<file path="src/rtl/regfile_mp.sv">
// -----------------------------------------------------------------------------
// regfile_mp
//   Multi-port integer register file for the decode/writeback stages.
//   - NRD combinational read ports, NWR write ports. When several ports write
//     the same register in one cycle, the highest-index port wins.
//   - Optional write-to-read bypass (BYPASS=1): a read sees same-cycle write
//     data from the arbitration winner.
//   - Register 0 is hardwired to zero. Writes to it are discarded.
//   - The storage array has no per-bit reset. After reset, a sweep clears
//     registers 1..NREGS-1, one per clock. ready rises when the sweep is done.
//
// Ports
//   clk    in   1          clock, rising edge
//   rst    in   1          synchronous active-high reset
//   ra     in   NRD*AW     read addresses, port i at [i*AW +: AW]
//   rd     out  NRD*XLEN   read data, port i at [i*XLEN +: XLEN]
//   we     in   NWR        write enables
//   wa     in   NWR*AW     write addresses, port j at [j*AW +: AW]
//   wd     in   NWR*XLEN   write data, port j at [j*XLEN +: XLEN]
//   ready  out  1          clear sweep finished; writes are accepted
//
// States
//   state | meaning
//   CLEAR | sweeping idx through 1..NREGS-1, writes dropped, reads return 0
//   READY | normal operation
// -----------------------------------------------------------------------------
module regfile_mp #(
    parameter int XLEN   = 32,
    parameter int NREGS  = 32,
    parameter int NRD    = 2,
    parameter int NWR    = 2,
    parameter int BYPASS = 1,
    localparam int AW    = $clog2(NREGS)
) (
    input  logic                clk,
    input  logic                rst,
    input  logic [NRD*AW-1:0]   ra,
    output logic [NRD*XLEN-1:0] rd,
    input  logic [NWR-1:0]      we,
    input  logic [NWR*AW-1:0]   wa,
    input  logic [NWR*XLEN-1:0] wd,
    output logic                ready
);

    typedef enum logic {
        CLEAR = 1'b0,
        READY = 1'b1
    } state_t;

    localparam logic [AW-1:0] IDX_FIRST = AW'(1);
    localparam logic [AW-1:0] IDX_LAST  = AW'(NREGS - 1);

    state_t         state_q, state_d;
    logic [AW-1:0]  idx_q, idx_d;
    logic [XLEN-1:0] regs_q [NREGS];

    logic [AW-1:0]   ra_a [NRD];
    logic [AW-1:0]   wa_a [NWR];
    logic [XLEN-1:0] wd_a [NWR];

    for (genvar i = 0; i < NRD; i++) begin : g_ra
        assign ra_a[i] = ra[i*AW +: AW];
    end

    for (genvar j = 0; j < NWR; j++) begin : g_wr
        assign wa_a[j] = wa[j*AW +: AW];
        assign wd_a[j] = wd[j*XLEN +: XLEN];
    end

    // Sweep control
    always_comb begin
        state_d = state_q;
        idx_d   = idx_q;
        if (state_q == CLEAR) begin
            if (idx_q == IDX_LAST) begin
                // Hold idx at the last value so it never wraps.
                state_d = READY;
            end else begin
                idx_d = idx_q + AW'(1);
            end
        end
    end

    always_ff @(posedge clk) begin
        if (rst) begin
            state_q <= CLEAR;
            idx_q   <= IDX_FIRST;
        end else begin
            state_q <= state_d;
            idx_q   <= idx_d;
        end
    end

    // Storage. Ports are visited in ascending order, so the last
    // non-blocking assignment to a register comes from the highest-index
    // port, and that port wins.
    always_ff @(posedge clk) begin
        if (!rst) begin
            if (state_q == CLEAR) begin
                regs_q[idx_q] <= '0;
            end else begin
                for (int j = 0; j < NWR; j++) begin
                    if (we[j] && (wa_a[j] != '0)) begin
                        regs_q[wa_a[j]] <= wd_a[j];
                    end
                end
            end
        end
    end

    // Combinational reads. The bypass uses the same ascending scan as the
    // write path, so it returns the same winner.
    always_comb begin
        rd = '0;
        for (int i = 0; i < NRD; i++) begin
            automatic logic [XLEN-1:0] val = '0;
            if ((state_q == READY) && (ra_a[i] != '0)) begin
                val = regs_q[ra_a[i]];
                if (BYPASS != 0) begin
                    for (int j = 0; j < NWR; j++) begin
                        if (we[j] && (wa_a[j] == ra_a[i])) begin
                            val = wd_a[j];
                        end
                    end
                end
            end
            rd[i*XLEN +: XLEN] = val;
        end
    end

    assign ready = (state_q == READY);

endmodule

</file>
<file path="config.mk">
export PLATFORM = sky130hd
export DESIGN_NAME = regfile_mp
export DESIGN_NICKNAME = d
export VERILOG_FILES = /design/src/rtl/regfile_mp.sv
export SDC_FILE = /design/constraint.sdc
export NUM_CORES = 2
export LEC_CHECK = 0
export ABC_CLOCK_PERIOD_IN_PS = 4900
export BUFFER_PORTS_ARGS = -buffer_cell sky130_fd_sc_hd__buf_2
export CORE_AREA = 2 2 350 352
export DETAILED_ROUTE_END_ITERATION = 10
export DIE_AREA = 0 0 352 354
export PLACE_DENSITY_LB_ADDON = 0.25
export RECOVER_POWER = 25
export SKIP_CTS_REPAIR_TIMING = 1
export SLEW_MARGIN = 20
export SYNTH_ARGS = -nofsm -noshare
export SYNTH_HDL_FRONTEND = slang
export SYNTH_SLANG_ARGS = --single-unit
</file>
<file path="constraint.sdc">
create_clock -name clk -period 4.9 [get_ports clk]
set_clock_uncertainty 0.1 [all_clocks]
set_input_delay 0.49 -clock clk [delete_from_list [all_inputs] [get_ports clk]]
set_output_delay 0.49 -clock clk [all_outputs]
set_load 0.05 [all_outputs]
</file>
# After elaboration in Yosys (flattened, before gate mapping)
# Memories as Yosys holds them, arrays and structs flattened.
# Index checks and enable logic that the tools add are counted.
# op_classes
eq_ne	5
muxes	22
reduce_logical	14
n_bitwise	2
n_addsub	1
# ops
operator	n
$mux W32	7
$reduce_or A32 Y1	1
$eq A5 B5 Y1	4
$reduce_bool A5 Y1	4
$mux W1	14
$logic_and A1 B1 Y1	8
$add A5 B1 Y5 const B	1
$eq A5 B5 Y1 const B	1
$mux W5	1
$not A1 Y1	2
$reduce_and A2 Y1	1
# totals
mem_count	1
ramBits	1024
wordCells	47
register_bits	6
# memory_table
name	words	width	rd	rd_clocked_by_memory_dff	write_ports	line_no	rtl
regs_q	32	32	2	0	2	55	logic [XLEN-1:0] regs_q [NREGS];

# Logic depth before layout (Yosys ltp)
# logic_depth
depth_word	8
ltp_mapped	9
depth_no_buf	7

# Worst setup path before layout
# No wires, ideal clock.
# synth_timing
path_kind	input port to flip-flop
startpoint	input port wa[4]
endpoint	memory regs_q[5][0], enable pin
stages	8
path_slack_ns	1.054
arrival_time_ns	3.313
path_buffers	3
cell_sequence	clkbuf_1 > nor4_1 > a21oi_1 > buf_2 > buf_2 > o21ai_1 > nand2_1 > o22ai_1
# synth_rtl
item	line_no	rtl
from (decl)	40	input logic [NWR*AW-1:0] wa,
to (decl)	55	

==> results.tsv <==
metric	value	unit
status	finished with violations	
failing checks	capacitance limit, slew limit	
CP startpoint	ready	
Worst Tran Pin Value	2.73	ns
Cell Area, Synth	60100	um2
Sequential cell area	30900	um2
startpoint types	flip-flop	
Worst-Skew Late Latency	0.75	ns
crit-path max FO	32	
Slowest-stage cell, CP	clkbuf_1	
CTS Buf Count	110	
max-slew violation total from the final report	1285	
dominant cell type by area after synthesis	edfxtp_1	
Max-cap violations	36	
crit-path max cell delay	1.26	ns
syn nets	4920	
yosys warns	0	
fraction of layout cells with a size suffix above 1	23.8	%
Switching Share	23.6	%
clock root buffer	clkbuf_16	
clk buf depth	3	
Clock Sinks	1030	
Final Critical Period	4.37	ns
# fillers	9775	
Post-layout nets	4668	
Yosys top cell area share	51.1	%
total grt overflow	0	
Initial Utilization	49.7	%
post-route ant nets	0	
Met1 Wirelength	76900	um
synthesis-stage register bit count	1030	
top cells by area, synth	edfxtp_1, mux4_2, nand2_1	
total die area	125000	um2
Sw Pwr	4.61	mW
Flop pwr share	49.8	%
Power, Total	19.5	mW
Final WS setup	0.533	ns
GRT Overall Usage	34.3	%
WS Path Type	flip-flop to flip-flop	
row count	128	
Area Growth Syn to Fin	9.03	%
sequential area share after synthesis	51.3	%
period utilization	89.1	%
post-layout util	54.2	%
vias per std cell	7.05	
Power Density	297	nW/um2
CP Data Required Time	5.30	ns
WP data arrival	4.77	ns
endpoint class of the critical path	flip-flop	
wire length per cell	34.2	um
H-tree levels	3	
antenna violations before repair	7	
first-pass GRT wire length	306000	um
Routed met2 length	94800	um
highest routed layer	met5	
Cells after Synth	4830	
Post-synth EDFFs	1024	
setup_tns	0	ns
via count	44500	
largest net degree at the start of global routing	137	
Multi-input gate area	26600	um2
Comb power frac	7.6	%
Clk network pwr share	42.7	%
HPWL after DPL	118000	um
DRT Wirelength	216000	um
Slew HR	-82.1	%
Hold Crit Class	input pin to flip-flop	
Leak	19.2	nW
DR pass1 iterations	8	
Top FF cell, synth	edfxtp_1	
TritonCTS clock tree	yes	
Pint	14.9	mW
vias in the first global route	42400	
CP Cell Sequence	nand3b_1, a21oi_4, clkbuf_1, nand2_1, o21ai_0	
Min Hold Slack	0.291	ns
core area	121000	um2
RSZ-0062 raised after global routing	false	
DRT iter0 DRCs	8035	
peak supply drop	335	uV
hold path startpoint	wd[36]	
Peak Freq	229	MHz
die width	352	um
FF-to-FF Start	ready	
IO Pins	153	
met3 WL post-DR	32600	um
GP Congestion	0.866	
Port Buffers	152	
Remaining DRCs	0	
pre-CTS setup slack	1.14	ns
clk slew on worst S/H paths	0.06	ns
die height	354	um
Synth async-reset ratio	0	%
setup violators final	0	
Avg Synthesized Cell Area	12.5	um2
final hold vios	0	
Synth cell types	45	
-- cell families after synthesis --
| group | synth area share (%) |
|---|---|
| buffers and inverters | 5.09 |
| adder cells (fa/ha/maj) | 0.0416 |
| XOR/XNOR | 0.335 |
| AND/OR/NAND/NOR | 9.42 |
| multiplexers | 24.0 |
| flip-flops | 51.3 |
| AO/OA/AOI/OAI | 9.82 |
-- power by group through the flow --
stage	Combinational (mW)	Sequential, mW	Clock (mW)
final	1.48	9.69	8.31
after floorplan	1.02	9.86	0
after CTS	1.46	9.69	8.31
after detailed placement	1.45	9.87	0
after global placement	1.45	9.87	0
after global routing	1.52	9.69	8.64
-- critical path: cells and delay by family, from the launching register on --
kind,cells,cell delay [ns]
and+or+nand+nor,2,1.29
AOI/OAI and AO/OA,2,0.76
DFF,1,0.66
buffers and inverters,1,1.26
-- sequential cells by signal, indices dropped and copies added (netlist names) --
name and flops:
idx_q 5, ready 1, regs_q 1024
-- worst paths after layout --
path               endpoint  slack [ns]  depth (start not counted)
max reg2reg  regs_q[11][15]        0.53                          5
max          regs_q[11][15]        0.53                          5
min            regs_q[7][4]        0.29                          3
min reg2reg        idx_q[4]        0.46                          2
-- layout make-up --
| cell class | count | area share [%] |
|---|---|---|
| Timing Repair Buffer | 296 | 3.76 |
| Sequential cell | 1030 | 47.1 |
| Inverter | 36 | 0.206 |
| Clock buffer | 143 | 4.45 |
| Multi-Input combinational cell | 3104 | 40.5 |
| Antenna cell | 4 | 0.0153 |
| Clock inverter | 65 | 0.866 |
| Tap cell | 1625 | 3.10 |
-- through the flow --
stage	cell area, um2	cells
2_1_floorplan	60100	4830
3_3_place_gp	62500	6090
3_5_place_dp	62500	6090
4_1_cts	66000	6298
5_1_grt	65600	6300
6_report	65600	6303
-- layer usage --
layer,vias up,global-route usage [%]
li1,18100,-
met1,22000,47.7
met2,3754,50.4
met3,649,9.45
met4,10,16.1
met5,-,0
-- cell usage after synthesis (2+ instances only) --
cell type	instances
dfxtp_1	6
buf_1	37
nor2_2	10
xnor2_1	13
buf_4	38
or2_2	2
ha_1	2
o21bai_1	19
inv_1	36
nor2_1	15
mux2i_1	13
buf_2	103
and3_1	3
mux4_2	634
buf_6	22
a32oi_1	63
nand4_1	65
nand4b_1	63
o2111ai_1	2
clkbuf_1	458
o21ba_2	2
o21ai_1	226
or4_1	2
or3_1	2
a21oi_1	9
nor4_1	10
xor2_1	10
or2_1	3
nor3_1	21
nand3b_1	4
nand2b_1	8
o22ai_1	12
edfxtp_1	1024
nand2_1	1043
o21ai_0	776
nand3_1	65
-- cells in the final DEF (no fill, tap or decap), types with 10 or more instances in the layout --
cell / instances
clkinv_1: 28
buf_12: 52
inv_1: 36
clkbuf_1: 45
buf_4: 61
nand2_1: 1043
mux2i_1: 13
clkbuf_16: 111
buf_2: 141
o21ai_1: 179
clkinv_2: 19
nand4b_1: 63
nor3_1: 13
nand3_1: 63
nand4_1: 65
clkbuf_2: 18
o21ai_0: 823
a32oi_1: 63
o21bai_4: 15
mux4_2: 634
xnor2_1: 13
nor2_1: 18
edfxtp_1: 1024
xor2_1: 10
(Power assumes the default switching activity.)
